<file path="config.mk">
export PLATFORM = sky130hd
export DESIGN_NAME = multicycle_control_fsm_flat
export DESIGN_NICKNAME = d
export VERILOG_FILES = /design/src/rtl/multicycle_control_fsm_if.sv /design/src/rtl/multicycle_control_fsm.sv /design/src/flat_wrapper.sv
export SDC_FILE = /design/constraint.sdc
export NUM_CORES = 1
export LEC_CHECK = 0
export BUFFER_PORTS_ARGS = -buffer_cell sky130_fd_sc_hd__buf_4
export CAP_MARGIN = 25
export CORE_ASPECT_RATIO = 2
export CORE_MARGIN = 2
export CORE_UTILIZATION = 57
export CTS_CLUSTER_DIAMETER = 60
export DETAILED_ROUTE_END_ITERATION = 10
export PLACE_DENSITY = 0.84
export SLEW_MARGIN = 10
export SYNTH_ARGS = -nofsm -noshare
export SYNTH_HDL_FRONTEND = slang
export SYNTH_SLANG_ARGS = --single-unit
</file>
<file path="constraint.sdc">
create_clock -name clk -period 4.55 [get_ports clk]
set_clock_uncertainty 0.15 [all_clocks]
set_input_delay 0.6825 -clock clk [delete_from_list [all_inputs] [get_ports clk]]
set_output_delay 0.6825 -clock clk [all_outputs]
set_load 0.03 [all_outputs]
</file>
<file path="src/rtl/multicycle_control_fsm_if.sv">
// Control bundle between the multi-cycle sequencer and the MIPS datapath/memory.
// The master side is the sequencer; the slave side is the datapath that obeys it.
interface multicycle_control_fsm_if #(
    parameter int CNT_W = 32
);
    logic [5:0]       op;
    logic             mem_ready;
    logic             PCWrite;
    logic             PCWriteCond;
    logic             IorD;
    logic             MemRead;
    logic             MemWrite;
    logic             IRWrite;
    logic             MemtoReg;
    logic             RegDst;
    logic             RegWrite;
    logic             ALUSrcA;
    logic [1:0]       ALUSrcB;
    logic [2:0]       ALUOp;
    logic [1:0]       PCSource;
    logic             illegal_op;
    logic             halted;
    logic [CNT_W-1:0] retired;
    logic [3:0]       state_o;

    modport master (
        input  op, mem_ready,
        output PCWrite, PCWriteCond, IorD, MemRead, MemWrite, IRWrite,
               MemtoReg, RegDst, RegWrite, ALUSrcA, ALUSrcB, ALUOp,
               PCSource, illegal_op, halted, retired, state_o
    );

    modport slave (
        output op, mem_ready,
        input  PCWrite, PCWriteCond, IorD, MemRead, MemWrite, IRWrite,
               MemtoReg, RegDst, RegWrite, ALUSrcA, ALUSrcB, ALUOp,
               PCSource, illegal_op, halted, retired, state_o
    );
endinterface

</file>
<file path="src/rtl/multicycle_control_fsm.sv">
// Multi-cycle MIPS control sequencer: FETCH/DECODE/EXEC/MEM/WB with memory-ready stall,
// memory timeout halt and a retired-instruction counter.
module multicycle_control_fsm #(
    parameter int MEM_WAIT_MAX = 15,
    parameter int CNT_W        = 32
) (
    input  logic                   clk,
    input  logic                   rst_n,
    multicycle_control_fsm_if.master bus
);
    localparam int WAIT_W = $clog2(MEM_WAIT_MAX + 1);

    typedef enum logic [3:0] {
        S_FETCH    = 4'd0,
        S_DECODE   = 4'd1,
        S_MEM_ADDR = 4'd2,
        S_MEM_RD   = 4'd3,
        S_MEM_WB   = 4'd4,
        S_MEM_WR   = 4'd5,
        S_EXEC_R   = 4'd6,
        S_R_WB     = 4'd7,
        S_EXEC_I   = 4'd8,
        S_I_WB     = 4'd9,
        S_BRANCH   = 4'd10,
        S_JUMP     = 4'd11,
        S_HALT     = 4'd12
    } state_t;

    localparam logic [5:0] OP_RTYPE = 6'b000000;
    localparam logic [5:0] OP_ADDI  = 6'b001000;
    localparam logic [5:0] OP_SUBI  = 6'b101010;
    localparam logic [5:0] OP_LW    = 6'b100011;
    localparam logic [5:0] OP_SW    = 6'b101011;
    localparam logic [5:0] OP_BEQ   = 6'b000100;
    localparam logic [5:0] OP_BNE   = 6'b000101;
    localparam logic [5:0] OP_BGT   = 6'b000111;
    localparam logic [5:0] OP_BLT   = 6'b000001;
    localparam logic [5:0] OP_J     = 6'b000010;

    state_t             state_q, state_d;
    logic [WAIT_W-1:0]  wait_cnt_q;
    logic [CNT_W-1:0]   retired_q;
    logic               halted_q;

    logic timeout;
    logic waiting;
    logic retire;

    assign timeout = (wait_cnt_q == WAIT_W'(MEM_WAIT_MAX)) && !bus.mem_ready;
    assign waiting = ((state_q == S_FETCH) || (state_q == S_MEM_RD) || (state_q == S_MEM_WR))
                     && !bus.mem_ready;
    assign retire  = (state_q == S_MEM_WB) || (state_q == S_R_WB) || (state_q == S_I_WB) ||
                     (state_q == S_BRANCH) || (state_q == S_JUMP) ||
                     ((state_q == S_MEM_WR) && bus.mem_ready);

    always_comb begin
        state_d = state_q;
        case (state_q)
            S_FETCH: begin
                if (bus.mem_ready)  state_d = S_DECODE;
                else if (timeout)   state_d = S_HALT;
            end
            S_DECODE: begin
                case (bus.op)
                    OP_RTYPE:                        state_d = S_EXEC_R;
                    OP_ADDI, OP_SUBI:                state_d = S_EXEC_I;
                    OP_LW, OP_SW:                    state_d = S_MEM_ADDR;
                    OP_BEQ, OP_BNE, OP_BGT, OP_BLT:  state_d = S_BRANCH;
                    OP_J:                            state_d = S_JUMP;
                    default:                         state_d = S_FETCH;
                endcase
            end
            S_MEM_ADDR: state_d = (bus.op == OP_SW) ? S_MEM_WR : S_MEM_RD;
            S_MEM_RD: begin
                if (bus.mem_ready)  state_d = S_MEM_WB;
                else if (timeout)   state_d = S_HALT;
            end
            S_MEM_WB:   state_d = S_FETCH;
            S_MEM_WR: begin
                if (bus.mem_ready)  state_d = S_FETCH;
                else if (timeout)   state_d = S_HALT;
            end
            S_EXEC_R:   state_d = S_R_WB;
            S_R_WB:     state_d = S_FETCH;
            S_EXEC_I:   state_d = S_I_WB;
            S_I_WB:     state_d = S_FETCH;
            S_BRANCH:   state_d = S_FETCH;
            S_JUMP:     state_d = S_FETCH;
            S_HALT:     state_d = S_HALT;
            default:    state_d = S_FETCH;
        endcase
    end

    always_ff @(posedge clk or negedge rst_n) begin
        if (!rst_n) begin
            state_q    <= S_FETCH;
            wait_cnt_q <= '0;
            retired_q  <= '0;
            halted_q   <= 1'b0;
        end else begin
            state_q <= state_d;
            // The wait counter measures consecutive stall cycles in one state only.
            if (state_d != state_q)
                wait_cnt_q <= '0;
            else if (waiting)
                wait_cnt_q <= wait_cnt_q + 1'b1;
            if (retire)
                retired_q <= retired_q + 1'b1;
            halted_q <= halted_q | (state_d == S_HALT);
        end
    end

    logic       pc_write, pc_write_cond, iord, mem_read, mem_write, ir_write;
    logic       memto_reg, reg_dst, reg_write, alu_src_a, illegal;
    logic [1:0] alu_src_b, pc_source;
    logic [2:0] alu_op;

    always_comb begin
        pc_write      = 1'b0;
        pc_write_cond = 1'b0;
        iord          = 1'b0;
        mem_read      = 1'b0;
        mem_write     = 1'b0;
        ir_write      = 1'b0;
        memto_reg     = 1'b0;
        reg_dst       = 1'b0;
        reg_write     = 1'b0;
        alu_src_a     = 1'b0;
        illegal       = 1'b0;
        alu_src_b     = 2'b00;
        pc_source     = 2'b00;
        alu_op        = 3'b000;
        case (state_q)
            S_FETCH: begin
                mem_read  = 1'b1;
                alu_src_b = 2'b01;
                ir_write  = bus.mem_ready;
                pc_write  = bus.mem_ready;
            end
            S_DECODE: begin
                alu_src_b = 2'b11;
                illegal   = (state_d == S_FETCH);
            end
            S_MEM_ADDR: begin
                alu_src_a = 1'b1;
                alu_src_b = 2'b10;
            end
            S_MEM_RD: begin
                iord     = 1'b1;
                mem_read = 1'b1;
            end
            S_MEM_WB: begin
                memto_reg = 1'b1;
                reg_write = 1'b1;
            end
            S_MEM_WR: begin
                iord      = 1'b1;
                mem_write = 1'b1;
            end
            S_EXEC_R: begin
                alu_src_a = 1'b1;
                alu_op    = 3'b010;
            end
            S_R_WB: begin
                reg_dst   = 1'b1;
                reg_write = 1'b1;
            end
            S_EXEC_I: begin
                alu_src_a = 1'b1;
                alu_src_b = 2'b10;
                alu_op    = (bus.op == OP_SUBI) ? 3'b001 : 3'b000;
            end
            S_I_WB: reg_write = 1'b1;
            S_BRANCH: begin
                alu_src_a     = 1'b1;
                pc_write_cond = 1'b1;
                pc_source     = 2'b01;
                case (bus.op)
                    OP_BEQ:  alu_op = 3'b001;
                    OP_BNE:  alu_op = 3'b011;
                    OP_BGT:  alu_op = 3'b111;
                    OP_BLT:  alu_op = 3'b101;
                    default: alu_op = 3'b000;
                endcase
            end
            S_JUMP: begin
                pc_write  = 1'b1;
                pc_source = 2'b10;
            end
            default: ;
        endcase
    end

    // Gating with rst_n keeps the Mealy FETCH terms from leaking out while reset is held.
    assign bus.PCWrite     = rst_n & pc_write;
    assign bus.PCWriteCond = rst_n & pc_write_cond;
    assign bus.IorD        = rst_n & iord;
    assign bus.MemRead     = rst_n & mem_read;
    assign bus.MemWrite    = rst_n & mem_write;
    assign bus.IRWrite     = rst_n & ir_write;
    assign bus.MemtoReg    = rst_n & memto_reg;
    assign bus.RegDst      = rst_n & reg_dst;
    assign bus.RegWrite    = rst_n & reg_write;
    assign bus.ALUSrcA     = rst_n & alu_src_a;
    assign bus.illegal_op  = rst_n & illegal;
    assign bus.ALUSrcB     = {2{rst_n}} & alu_src_b;
    assign bus.PCSource    = {2{rst_n}} & pc_source;
    assign bus.ALUOp       = {3{rst_n}} & alu_op;
    assign bus.halted      = halted_q;
    assign bus.retired     = retired_q;
    assign bus.state_o     = state_q;
endmodule

</file>
<file path="src/flat_wrapper.sv">
// flat-port wrapper written by rule: the top's interface ports become plain ports
module multicycle_control_fsm_flat 
#(
    parameter int MEM_WAIT_MAX = 15,
    parameter int CNT_W        = 32
)
  (clk, rst_n, bus_op, bus_mem_ready, bus_PCWrite, bus_PCWriteCond, bus_IorD, bus_MemRead, bus_MemWrite, bus_IRWrite, bus_MemtoReg, bus_RegDst, bus_RegWrite, bus_ALUSrcA, bus_ALUSrcB, bus_ALUOp, bus_PCSource, bus_illegal_op, bus_halted, bus_retired, bus_state_o);
  multicycle_control_fsm_if #(.CNT_W(CNT_W)) bus_i ();
  input  logic clk;
  input  logic rst_n;
  input wire logic [$bits(bus_i.op)-1:0] bus_op;
  input wire logic [$bits(bus_i.mem_ready)-1:0] bus_mem_ready;
  output wire logic [$bits(bus_i.PCWrite)-1:0] bus_PCWrite;
  output wire logic [$bits(bus_i.PCWriteCond)-1:0] bus_PCWriteCond;
  output wire logic [$bits(bus_i.IorD)-1:0] bus_IorD;
  output wire logic [$bits(bus_i.MemRead)-1:0] bus_MemRead;
  output wire logic [$bits(bus_i.MemWrite)-1:0] bus_MemWrite;
  output wire logic [$bits(bus_i.IRWrite)-1:0] bus_IRWrite;
  output wire logic [$bits(bus_i.MemtoReg)-1:0] bus_MemtoReg;
  output wire logic [$bits(bus_i.RegDst)-1:0] bus_RegDst;
  output wire logic [$bits(bus_i.RegWrite)-1:0] bus_RegWrite;
  output wire logic [$bits(bus_i.ALUSrcA)-1:0] bus_ALUSrcA;
  output wire logic [$bits(bus_i.ALUSrcB)-1:0] bus_ALUSrcB;
  output wire logic [$bits(bus_i.ALUOp)-1:0] bus_ALUOp;
  output wire logic [$bits(bus_i.PCSource)-1:0] bus_PCSource;
  output wire logic [$bits(bus_i.illegal_op)-1:0] bus_illegal_op;
  output wire logic [$bits(bus_i.halted)-1:0] bus_halted;
  output wire logic [$bits(bus_i.retired)-1:0] bus_retired;
  output wire logic [$bits(bus_i.state_o)-1:0] bus_state_o;
  assign bus_i.op = bus_op;
  assign bus_i.mem_ready = bus_mem_ready;
  assign bus_PCWrite = bus_i.PCWrite;
  assign bus_PCWriteCond = bus_i.PCWriteCond;
  assign bus_IorD = bus_i.IorD;
  assign bus_MemRead = bus_i.MemRead;
  assign bus_MemWrite = bus_i.MemWrite;
  assign bus_IRWrite = bus_i.IRWrite;
  assign bus_MemtoReg = bus_i.MemtoReg;
  assign bus_RegDst = bus_i.RegDst;
  assign bus_RegWrite = bus_i.RegWrite;
  assign bus_ALUSrcA = bus_i.ALUSrcA;
  assign bus_ALUSrcB = bus_i.ALUSrcB;
  assign bus_ALUOp = bus_i.ALUOp;
  assign bus_PCSource = bus_i.PCSource;
  assign bus_illegal_op = bus_i.illegal_op;
  assign bus_halted = bus_i.halted;
  assign bus_retired = bus_i.retired;
  assign bus_state_o = bus_i.state_o;
  multicycle_control_fsm #(.MEM_WAIT_MAX(MEM_WAIT_MAX), .CNT_W(CNT_W)) u_core (.clk(clk), .rst_n(rst_n), .bus(bus_i));
endmodule
</file>
==> metrics.log, run 1 <==
INFO  metric postCtsResizedCells = 0
INFO  metric grt_setup_unrepaired = false
INFO  metric synth.mux.area_fraction = 0.454%
INFO  metric dieWidth = 50.6 um
INFO  metric num_vias = 2175
INFO  metric report.final.setup_viol = 0
INFO  metric report.final.hold_viol_count = 0
INFO  metric detail_route.first_pass.iterations = 4
INFO  metric sequential_cell_area = 1030 sq um
INFO  metric critical_path_arrival = 2.45 ns
INFO  metric final.period_utilization = 72.1%
INFO  metric cts_hold_buf = 0
INFO  metric num_rows = 34
INFO  metric reg2reg_slack = 2.06 ns
INFO  metric endpoint_kind = primary output
INFO  metric number_of_buffers_on_the_longest_clock_path = 2
INFO  metric min_period = 3.28 ns
INFO  metric globalplace.congestion = 0.869
INFO  metric synthesized_nets = 269
INFO  metric cap_viol_max_count = 0
INFO  metric die_h = 97.3 um
INFO  metric ys_warn_count = 0
INFO  metric synth_compound_gate_area_share = 8.83%
INFO  metric worst_r2r_start = u_core.bus.state_o[1]$_DFF_PN0_
INFO  metric timing.rr.end = u_core.bus.retired[23]$_DFFE_PN0P_
INFO  metric postRouteAntennaNets = 0
INFO  metric footprint_of_the_multi_input_gates = 1370 sq um
INFO  metric io_pins = 64
INFO  metric cts_tree = built
INFO  metric max_slew_margin = 55.5%
INFO  metric core = 4250 sq um
INFO  metric yosys.area_share.adder = 1.01%
INFO  metric finish.utilization = 73.0%
INFO  metric placement.io_buffers = 63
INFO  metric avgSynthCellArea = 9.61 sq um
INFO  metric antenna_found_initial = 0
INFO  metric worst-slew-pin-transition = 0.667 ns
INFO  metric logic_depth_of_the_worst_register_to_register_path = 6
INFO  metric crit_path_start_kind = register
INFO  metric post_route_cells_drive_above_1_share = 26.2%
INFO  metric drt_drc_violations_left = 0
INFO  metric dp_hpwl = 4.13 mm
INFO  metric worst_setup_hold_path_clk_slew = 0.08 ns
INFO  metric critical_path_class = reg -> out
INFO  metric result_of_the_run = finished, final reports clean
INFO  metric timing.hold.worst.class = in -> async
INFO  metric grt_first_pass_wirelength = 9.74 mm
INFO  metric layout.nets = 327
INFO  metric synth_area = 2480 sq um
INFO  metric synth_xor_area_share = 12.7%
INFO  metric global_route.usage.total = 24.9%
INFO  metric power.static_leakage = 1.41 nW
INFO  metric power.density_cell_area = 511 nW/um^2
INFO  metric synth_cell_types = 51
INFO  metric slew_violations = 0
INFO  metric drt_iter0_drc = 47
INFO  metric synthesis.instances = 258
INFO  metric num-fill-cells = 333
INFO  metric number_of_global_route_vias_before_repair = 2103
INFO  metric critPathRequiredTime = 3.72 ns
INFO  metric antennaDiodeCount = 0
INFO  metric initial_core_util = 58.3%
INFO  metric postCtsSetupRepairBufs = 0
INFO  metric proportion_of_register_bits_with_asynchronous_set_or_reset_after_synthesis = 100%
INFO  metric routed_via_density = 5.86
INFO  metric synth.top_cells.by_area = sky130_fd_sc_hd__dfrtp_1 (41%), sky130_fd_sc_hd__xnor2_1 (9.9%), sky130_fd_sc_hd__nand3_1 (4.4%)
INFO  metric irDropWorstVdd = 0.403 mV
INFO  metric synth.largest_area_cell = sky130_fd_sc_hd__dfrtp_1
INFO  metric ctsRootBufferMaster = sky130_fd_sc_hd__clkbuf_8
INFO  metric clk-insertion-delay-late = 0.30 ns
INFO  metric clock_tree.htree_level_count = 2
INFO  metric largest_family_of_logic_cells_by_synthesized_area = simple AND/OR/NAND/NOR gates
INFO  metric global_route.overflow_total = 0
INFO  metric synth_edf_count = 0
INFO  metric wirelength = 5.73 mm
INFO  metric synth.yosys.seq_area_share = 41.4%
INFO  metric total_cts_buffers = 5
INFO  metric die-area = 4920 sq um
INFO  metric detail_route.wl_per_cell = 15.5 um
INFO  metric synth_top_area_share = 41.4%
INFO  metric pin_count_of_the_biggest_net_entering_global_routing = 52
INFO  metric flow.area_growth_from_synthesis = 25.2%
INFO  metric critical_path_peak_fanout = 13
INFO  metric clkSinkCount = 41
INFO  metric max_clock_freq = 305 MHz
INFO  metric setup_tns_final = 0 ns
INFO  metric yosys_register_bits = 41
INFO  metric ys.flop_type = sky130_fd_sc_hd__dfrtp_1
INFO  metric synth_simple_gate_area_share = 32.4%
[routing by layer]
metal / routed length, um / track usage, %
met3: 286 / 3.38
met1: 2340 / 34.7
met2: 2990 / 39.4
met4: 114 / 8.73
met5: 0 / 0
[power by group]
| group | switching (mW) | internal, mW |
|---|---|---|
| clock network | 0.134 | 0.221 |
| registers | 0.110 | 0.408 |
| logic | 0.447 | 0.267 |
[cell usage in the layout (no fill, tap or decap), drive strengths merged, types with 2 or more instances in the layout]
cell type / instances
buf: 64
clkbuf: 5
nor4bb: 2
nor3: 7
nor4b: 2
dfrtp: 41
ha: 2
xor2: 8
nor4: 4
a22o: 2
xnor2: 28
and3: 6
nand2b: 6
bufinv: 2
nand3: 22
and4: 9
nor3b: 2
nor2b: 4
nand2: 17
nor2: 20
o211ai: 2
or2: 3
inv: 6
and2: 5
o22ai: 4
nand4: 15
and4bb: 2
a21oi: 9
o21ai: 5
[how the worst max path moves through the flow]
stage / start / endpoint / slack, ns / cells past startpoint
floorplan: u_core.bus.state_o[1]$_DFF_PN0_ / bus_ALUOp[2] / 0.78 / 5
global placement: bus_op[2] / bus_illegal_op / 1.47 / 7
detailed placement: bus_op[2] / bus_illegal_op / 1.48 / 7
CTS: u_core.bus.state_o[1]$_DFF_PN0_ / bus_illegal_op / 1.30 / 7
global route: u_core.bus.state_o[1]$_DFF_PN0_ / bus_illegal_op / 1.13 / 7
finish: u_core.bus.state_o[1]$_DFF_PN0_ / bus_illegal_op / 1.27 / 7
[registers in the layout, summed over array words and instances (netlist names)]
register and cells:
u_core.bus.halted 1, u_core.bus.retired 32, u_core.bus.state_o 4, u_core.wait_cnt_q 4
[synthesized netlist by cell type, drive strengths merged (2+ instances only)]
cell    count
nand2      17
and4bb      2
a22o        2
buf         9
and3        6
dfrtp      41
nor2       20
and2        5
o22ai       4
nor4        4
nand3      22
o211ai      2
nor3        7
nand4      15
clkbuf      4
or2         3
inv         5
xnor2      28
and4        9
nor4b       2
ha          2
xor2        8
nor2b       4
a21oi       9
o21ai       5
nand2b      6
nor3b       2
nor4bb      2
[per-stage QoR]
stage | instances | total power, mW | setup WS (ns) | hold WS (ns) | area, sq um
2_1_floorplan | 258 | 1.03 | 0.778 | 0.237 | 2480
3_3_place_gp | 363 | 1.22 | 1.47 | 0.318 | 2970
4_1_cts | 371 | 1.59 | 1.30 | 0.247 | 3100
5_1_grt | 371 | 1.68 | 1.13 | 0.270 | 3100
6_report | 371 | 1.59 | 1.27 | 0.232 | 3100
3_5_place_dp | 363 | 1.23 | 1.48 | 0.317 | 2970
[logic make-up (layout without fill, tap and decap cells)]
| kind of cell | after synthesis | count (layout) |
|---|---|---|
| and+or+nand+nor | 129 | 129 |
| muxes | 1 | 1 |
| xor gates and xnor gates | 36 | 36 |
| AOI/OAI and AO/OA | 31 | 31 |
| DFF | 41 | 41 |
| buffers and inverters | 18 | 77 |
| adders and majority gates | 2 | 2 |
[critical path, stage by stage (launching register included)]
cell,delay (ns)
sky130_fd_sc_hd__dfrtp_1,0.61
sky130_fd_sc_hd__buf_4,0.27
sky130_fd_sc_hd__nand2_1,0.16
sky130_fd_sc_hd__o22ai_1,0.34
sky130_fd_sc_hd__nand4_1,0.20
sky130_fd_sc_hd__nand3_1,0.18
sky130_fd_sc_hd__and4bb_1,0.22
sky130_fd_sc_hd__buf_4,0.16
[final cells by class]
cell class                      instances  area share [%]
Timing Repair Buffer                   64            15.5
Multi-Input combinational cell        199            44.3
Clock inverter                          3            2.22
Sequential cell                        41            33.1
Inverter                                5           0.605
Clock buffer                            5            2.22
Tap cell                               54            2.18
Power figures use the tool's default switching activity.
==> run 2: changes to the inputs <==
--- a/config.mk
+++ b/config.mk
@@ -9,10 +9,10 @@
 export CAP_MARGIN = 25
 export CORE_ASPECT_RATIO = 2
 export CORE_MARGIN = 2
-export CORE_UTILIZATION = 57
+export CORE_UTILIZATION = 53
 export CTS_CLUSTER_DIAMETER = 60
 export DETAILED_ROUTE_END_ITERATION = 10
-export PLACE_DENSITY = 0.84
+export PLACE_DENSITY = 0.79
 export SLEW_MARGIN = 10
 export SYNTH_ARGS = -nofsm -noshare
 export SYNTH_HDL_FRONTEND = slang
==> constraint.sdc (replaced) <==
create_clock -name clk -period 3.32 [get_ports clk]
set_clock_uncertainty 0.15 [all_clocks]
set_input_delay 0.498 -clock clk [delete_from_list [all_inputs] [get_ports clk]]
set_output_delay 0.498 -clock clk [all_outputs]
set_load 0.03 [all_outputs]
==> run 2 against run 1 <==
- cell count is 1.3% higher
- setup slack worse by 0.90 ns
- utilization decreased by 4.7 points
- total power up 30%
- highest routed layer unchanged
- routed wire length rose by 7.1%
- register-to-register slack got worse by 1.2 ns
- combinational power is 41% higher
- clock-buffer cell count is 1 higher
- global-route usage grew 0.64 points
- flip-flop and latch count unchanged
- clock power down 5%
- design area increased by 0.12%
==> metrics.log, run 2 (synthesis gave the netlist of run 1 again) <==
INFO  metric globalplace.congestion = 0.951
INFO  metric logic_depth_of_the_worst_register_to_register_path = 5
INFO  metric power_frac_seq = 34.6%
INFO  metric critical_path_class = reg -> out
INFO  metric flow.area_growth_from_synthesis = 25.4%
INFO  metric pin_count_of_the_biggest_net_entering_global_routing = 35
INFO  metric clk-insertion-delay-late = 0.29 ns
INFO  metric finish.utilization = 68.2%
INFO  metric timing.hold.worst.class = reg -> reg
INFO  metric power.density_cell_area = 664 nW/um^2
INFO  metric postCtsSetupRepairBufs = 0
INFO  metric worst_hold_slack = 0.343 ns
INFO  metric antennaDiodeCount = 0
INFO  metric placed_cells = 367
INFO  metric sw_frac_of_total = 46.6%
INFO  metric worst-slew-pin-transition = 0.654 ns
INFO  metric antenna_found_initial = 0
INFO  metric irDropWorstVdd = 0.634 mV
INFO  metric critPathLaunch = u_core.bus.state_o[0]$_DFF_PN0_
INFO  metric setup_tns_final = 0 ns
INFO  metric grt_setup_unrepaired = false
INFO  metric cellInternalPower = 1.10 mW
INFO  metric stdcell_count = 376
INFO  metric num_rows = 35
INFO  metric post_route_cells_drive_above_1_share = 27.4%
INFO  metric grt_first_pass_wirelength = 10.3 mm
INFO  metric cts_tree = built
INFO  metric final.period_utilization = 89.0%
INFO  metric power.static_leakage = 1.41 nW
INFO  metric design_area = 3110 sq um
INFO  metric worst_setup_hold_path_clk_slew = 0.08 ns
INFO  metric max_slew_margin = 56.1%
INFO  metric placed_area = 3000 sq um
INFO  metric critPathRequiredTime = 2.67 ns
INFO  metric die_h = 101 um
INFO  metric sequential_cell_area = 1030 sq um
INFO  metric min_period = 2.95 ns
INFO  metric switching_power = 0.961 mW
INFO  metric clock_power_share = 16.3%
INFO  metric layout.nets = 331
INFO  metric ctsRootBufferMaster = sky130_fd_sc_hd__clkbuf_8
INFO  metric clkSinkCount = 41
INFO  metric drt_iter0_drc = 62
INFO  metric detail_route.first_pass.iterations = 4
INFO  metric cap_viol_max_count = 0
INFO  metric placement.io_buffers = 63
INFO  metric io_pins = 64
INFO  metric initial_core_util = 54.4%
INFO  metric worst_r2r_start = u_core.bus.state_o[0]$_DFF_PN0_
INFO  metric critical_path_arrival = 2.31 ns
INFO  metric core = 4550 sq um
INFO  metric routed_via_density = 5.91
INFO  metric final_common_cell = sky130_fd_sc_hd__buf_4
INFO  metric number_of_buffers_on_the_longest_clock_path = 2
INFO  metric footprint_of_the_multi_input_gates = 1390 sq um
INFO  metric total_cts_buffers = 5
INFO  metric clock_tree.htree_level_count = 2
INFO  metric die-area = 5270 sq um
INFO  metric max_clock_freq = 338 MHz
INFO  metric report.final.hold_viol_count = 0
INFO  metric critical_path_peak_fanout = 19
INFO  metric dp_hpwl = 4.66 mm
INFO  metric dieWidth = 52.4 um
INFO  metric number_of_global_route_vias_before_repair = 2186
INFO  metric report.final.setup_viol = 0
INFO  metric num-fill-cells = 394
INFO  metric global_route.usage.total = 25.5%
INFO  metric reg2reg_slack = 0.83 ns
INFO  metric result_of_the_run = finished, final reports clean
INFO  metric timing.critical_path.to = bus_illegal_op
INFO  metric crit_path_start_kind = register
INFO  metric global_route.overflow_total = 0
INFO  metric postRouteAntennaNets = 0
INFO  metric final_cell_mix = sky130_fd_sc_hd__buf_4 (67), sky130_fd_sc_hd__dfrtp_1 (41), sky130_fd_sc_hd__xnor2_1 (28)
INFO  metric slew_violations = 0
INFO  metric largest_register_ff_count = 32
INFO  metric num_vias = 2224
INFO  metric timing.rr.end = u_core.bus.retired[28]$_DFFE_PN0P_
INFO  metric endpoint_kind = primary output
INFO  metric combinationalPowerShare = 49.1%
INFO  metric wirelength = 6.14 mm
INFO  metric detail_route.wl_per_cell = 16.3 um
INFO  metric drt_drc_violations_left = 0
-- run 2: changes by cell type in the layout (fill, tap and decap cells not counted), sizes merged --
cell / delta
buf: +3
bufinv: -2
clkbuf: +1
clkinv: +2
dlygate4sd3: +1
inv: -1
-- run 2: power by group through the flow --
stage	clock (mW)	sequential (mW)	combinational (mW)
floorplan	0	0.736	0.674
global placement	0	0.719	0.996
detailed placement	0	0.719	1.00
CTS	0.344	0.710	1.01
global route	0.365	0.730	1.09
finish	0.336	0.713	1.01
-- run 2: final cells by class --
type / instances / area share, %
clock buffers: 6 / 2.66
repair buffers: 68 / 16.5
multi-input cells: 199 / 44.6
flip-flops and latches: 41 / 33.0
well taps: 55 / 2.21
inverters: 5 / 0.604
clock inverters: 2 / 0.443
-- run 2: worst max-delay path, cell delays in order, from the launching register on --
cell and delay (ns):
sky130_fd_sc_hd__dfrtp_1 0.72, sky130_fd_sc_hd__xor2_1 0.19, sky130_fd_sc_hd__o22ai_1 0.36, sky130_fd_sc_hd__nand4_1 0.18, sky130_fd_sc_hd__nand3_1 0.17, sky130_fd_sc_hd__and4bb_1 0.23
sky130_fd_sc_hd__buf_4 0.16
-- run 2: how the worst min path moves through the flow --
stage / from / endpoint / depth (start not counted)
floorplan: rst_n / u_core.bus.halted$_DFF_PN0_ / 0
global placement: rst_n / u_core.bus.retired[15]$_DFFE_PN0P_ / 1
detailed placement: rst_n / u_core.bus.retired[15]$_DFFE_PN0P_ / 1
CTS: u_core.bus.retired[11]$_DFFE_PN0P_ / u_core.bus.retired[11]$_DFFE_PN0P_ / 1
global route: u_core.bus.retired[15]$_DFFE_PN0P_ / u_core.bus.retired[15]$_DFFE_PN0P_ / 1
finish: u_core.bus.retired[11]$_DFFE_PN0P_ / u_core.bus.retired[11]$_DFFE_PN0P_ / 1
-- run 2: per-layer routing --
| layer | GRT usage (%) | share of wire (%) | up-vias |
|---|---|---|---|
| met5 | 0 | 0 | - |
| met4 | 13.8 | 3.7 | 0 |
| met3 | 3.71 | 4.3 | 18 |
| met2 | 46.1 | 57 | 87 |
| met1 | 27.0 | 35 | 1065 |
| li1 | - | - | 1054 |
-- run 2: timing repair --
item | in CTS | in global routing
endpoints found under the hold margin | 7 | 0
resized for setup | 0 | 0
hold buffers | 1 | 0
-- run 2: stage by stage --
stage	setup WS [ns]	power, mW
after floorplan	0.305	1.41
after global placement	0.532	1.72
after detailed placement	0.545	1.72
after CTS	0.394	2.07
after global routing	0.170	2.19
final	0.365	2.06
==> run 3: changes to the inputs <==
--- a/config.mk
+++ b/config.mk
@@ -5,14 +5,15 @@
 export SDC_FILE = /design/constraint.sdc
 export NUM_CORES = 1
 export LEC_CHECK = 0
+export ABC_AREA = 1
 export BUFFER_PORTS_ARGS = -buffer_cell sky130_fd_sc_hd__buf_4
 export CAP_MARGIN = 25
 export CORE_ASPECT_RATIO = 2
 export CORE_MARGIN = 2
-export CORE_UTILIZATION = 53
+export CORE_UTILIZATION = 55
 export CTS_CLUSTER_DIAMETER = 60
 export DETAILED_ROUTE_END_ITERATION = 10
-export PLACE_DENSITY = 0.79
+export PLACE_DENSITY = 0.8
 export SLEW_MARGIN = 10
 export SYNTH_ARGS = -nofsm -noshare
 export SYNTH_HDL_FRONTEND = slang
==> run 3 against run 2 <==
- flip-flop and latch count is the same
- sequential power shrank 7.0%
- register-to-register slack gained 0.36 ns
- total power shrank 0.47%
- sequential share of layout area shrank 3.4 points
- cell count grew 42%
- largest power group unchanged
- highest routed layer unchanged
==> metrics.log, run 3 <==
INFO  metric num_rows = 36
INFO  metric report.final.setup_viol = 0
INFO  metric worst-slew-pin-transition = 0.497 ns
INFO  metric flow.area_growth_from_synthesis = 22.8%
INFO  metric timing.hold.worst.class = reg -> reg
INFO  metric synth_simple_gate_area_share = 41.0%
INFO  metric drt_drc_violations_left = 0
INFO  metric result_of_the_run = finished, final reports clean
INFO  metric dieWidth = 54.6 um
INFO  metric largest_family_of_logic_cells_by_synthesized_area = simple AND/OR/NAND/NOR gates
INFO  metric drt_iter0_drc = 105
INFO  metric proportion_of_register_bits_with_asynchronous_set_or_reset_after_synthesis = 100%
INFO  metric critical_path_peak_fanout = 8
INFO  metric critical_path_arrival = 2.25 ns
INFO  metric number_of_global_route_vias_before_repair = 2901
INFO  metric synth_edf_count = 0
INFO  metric layout.nets = 486
INFO  metric critPathRequiredTime = 2.67 ns
INFO  metric report.final.hold_viol_count = 0
INFO  metric global_route.usage.total = 29.8%
INFO  metric num_vias = 2963
INFO  metric final_common_cell = sky130_fd_sc_hd__nand2_1
INFO  metric final.period_utilization = 87.3%
INFO  metric power.density_cell_area = 594 nW/um^2
INFO  metric antenna_found_initial = 0
INFO  metric die_h = 105 um
INFO  metric core = 4910 sq um
INFO  metric critical_path_class = reg -> out
INFO  metric die-area = 5740 sq um
INFO  metric wirelength = 7.74 mm
INFO  metric number_of_buffers_on_the_longest_clock_path = 2
INFO  metric final_cell_mix = sky130_fd_sc_hd__nand2_1 (119), sky130_fd_sc_hd__nor2_1 (68), sky130_fd_sc_hd__buf_4 (65)
INFO  metric detail_route.first_pass.iterations = 4
INFO  metric synth.mux.area_fraction = 0%
INFO  metric cts_tree = built
INFO  metric synthesized_nets = 419
INFO  metric cap_viol_max_count = 0
INFO  metric max_slew_margin = 66.8%
INFO  metric yosysMostFrequentCell = sky130_fd_sc_hd__nand2_1
INFO  metric antennaDiodeCount = 0
INFO  metric pin_count_of_the_biggest_net_entering_global_routing = 27
INFO  metric global_route.overflow_total = 0
INFO  metric synth_top_area_share = 36.4%
INFO  metric ys_warn_count = 0
INFO  metric avgSynthCellArea = 6.90 sq um
INFO  metric ctsRootBufferMaster = sky130_fd_sc_hd__clkbuf_8
INFO  metric grt_first_pass_wirelength = 12.7 mm
INFO  metric crit_path_start_kind = register
INFO  metric synth_compound_gate_area_share = 4.71%
INFO  metric power.static_leakage = 1.72 nW
INFO  metric yosys_register_bits = 41
INFO  metric slew_violations = 0
INFO  metric grt_setup_unrepaired = false
INFO  metric min_period = 2.90 ns
INFO  metric routed_via_density = 5.56
INFO  metric ys.flop_type = sky130_fd_sc_hd__dfrtp_1
INFO  metric postRouteAntennaNets = 0
INFO  metric post_route_cells_drive_above_1_share = 21.8%
INFO  metric irDropWorstVdd = 0.553 mV
INFO  metric synth.yosys.seq_area_share = 36.4%
INFO  metric io_pins = 64
INFO  metric placement.io_buffers = 63
INFO  metric worst_hold_slack = 0.341 ns
INFO  metric postCtsResizedCells = 0
INFO  metric globalplace.congestion = 0.917
INFO  metric dp_hpwl = 6.08 mm
INFO  metric endpoint_kind = primary output
INFO  metric clk-insertion-delay-late = 0.30 ns
INFO  metric initial_core_util = 57.4%
INFO  metric setup_tns_final = 0 ns
INFO  metric synth_xor_area_share = 9.02%
INFO  metric yosys.area_share.adder = 0.888%
INFO  metric total_cts_buffers = 5
INFO  metric worst_setup_hold_path_clk_slew = 0.07 ns
INFO  metric clock_tree.htree_level_count = 2
INFO  metric synth.largest_area_cell = sky130_fd_sc_hd__dfrtp_1
INFO  metric largest_register_ff_count = 32
INFO  metric clkSinkCount = 41
INFO  metric detail_route.wl_per_cell = 14.5 um
INFO  metric synth.top_cells.by_area = sky130_fd_sc_hd__dfrtp_1 (36%), sky130_fd_sc_hd__nand2_1 (16%), sky130_fd_sc_hd__nor2_1 (9.1%)
INFO  metric max_clock_freq = 345 MHz
INFO  metric synth_area = 2820 sq um
INFO  metric synth_commonest_cells = sky130_fd_sc_hd__nand2_1 (119), sky130_fd_sc_hd__nor2_1 (68), sky130_fd_sc_hd__dfrtp_1 (41)
INFO  metric synthesis.instances = 408
INFO  metric synth_cell_types = 33
-- run 3: cell count changes after synthesis, moves of 6 or more --
| cell | before | now |
|---|---|---|
| sky130_fd_sc_hd__and4_1 | 9 | 0 |
| sky130_fd_sc_hd__inv_1 | 3 | 37 |
| sky130_fd_sc_hd__inv_2 | 2 | 10 |
| sky130_fd_sc_hd__nand2_1 | 17 | 119 |
| sky130_fd_sc_hd__nand2_2 | 0 | 6 |
| sky130_fd_sc_hd__nand2b_1 | 6 | 0 |
| sky130_fd_sc_hd__nand4_1 | 15 | 9 |
| sky130_fd_sc_hd__nor2_1 | 19 | 68 |
| sky130_fd_sc_hd__nor3_2 | 0 | 7 |
| sky130_fd_sc_hd__xnor2_1 | 28 | 10 |
| sky130_fd_sc_hd__xor2_1 | 8 | 19 |
-- run 3: repair_timing --
item | in CTS | in global routing
hold buffers | 1 | 0
hold endpoints to repair | 18 | 0
buffers inserted | 0 | 0
-- run 3: report_power, final --
| group | switching (mW) | internal [mW] | total (mW) |
|---|---|---|---|
| clock network | 0.168 | 0.245 | 0.413 |
| registers | 0.103 | 0.561 | 0.663 |
| logic | 0.675 | 0.302 | 0.977 |
| total | 0.946 | 1.11 | 2.05 |
-- run 3: through the flow --
stage | cells | power (mW) | setup WS [ns] | instance area, sq um | util (%)
2_1_floorplan | 408 | 1.35 | 0.853 | 2820 | -
3_3_place_gp | 524 | 1.62 | 0.839 | 3330 | 67.9
3_5_place_dp | 524 | 1.64 | 0.812 | 3330 | 67.9
4_1_cts | 533 | 2.05 | 0.453 | 3460 | 70.5
5_1_grt | 533 | 2.19 | 0.238 | 3460 | 70.5
6_report | 533 | 2.05 | 0.423 | 3460 | 70.5
-- run 3: worst paths after layout --
check                      slack (ns)                            start                                  to  cells after the start
max in group asynchronous        2.00                            rst_n  u_core.bus.retired[16]$_DFFE_PN0P_                      3
min reg2reg                      0.34      u_core.bus.halted$_DFF_PN0_         u_core.bus.halted$_DFF_PN0_                      1
max reg2reg                      1.19  u_core.bus.state_o[2]$_DFF_PN0_  u_core.bus.retired[23]$_DFFE_PN0P_                      9
min in group asynchronous        0.45                            rst_n   u_core.bus.retired[6]$_DFFE_PN0P_                      2
max                              0.42  u_core.bus.state_o[3]$_DFF_PN0_                      bus_illegal_op                     11
min                              0.34      u_core.bus.halted$_DFF_PN0_         u_core.bus.halted$_DFF_PN0_                      1
-- run 3: logic make-up (layout without fill, tap and decap cells) --
kind of cell	Yosys count	after routing
simple gates	259	259
buf+inv	54	122
flops	41	41
xor+xnor	29	29
compound gates	23	23
fa+ha+maj	2	2
-- run 3: worst max-delay path, stage by stage, from the launching register on --
cell	delay, ns
sky130_fd_sc_hd__dfrtp_1	0.59
sky130_fd_sc_hd__inv_2	0.12
sky130_fd_sc_hd__nand2_1	0.14
sky130_fd_sc_hd__nor2_1	0.08
sky130_fd_sc_hd__nor2_1	0.10
sky130_fd_sc_hd__nand2_1	0.06
sky130_fd_sc_hd__nor2_1	0.22
sky130_fd_sc_hd__nand2_1	0.17
sky130_fd_sc_hd__nor2_1	0.13
sky130_fd_sc_hd__nand3_1	0.07
sky130_fd_sc_hd__nor2_1	0.11
sky130_fd_sc_hd__buf_4	0.17
-- run 3: routing by layer --
layer	global-route usage, %	part of all wire [%]
met4	19.3	6.1
met1	29.4	34
met5	0	0
met2	52.0	55
met3	5.00	4.7
-- run 3: final cells by class --
type	count	area [sq um]
tap	57	71.3
multi-input combinational	313	1570
fill	434	1450
clock buffer	7	86.3
inverter	48	180
clock inverter	1	30.0
timing repair buffer	66	498
sequential	41	1030
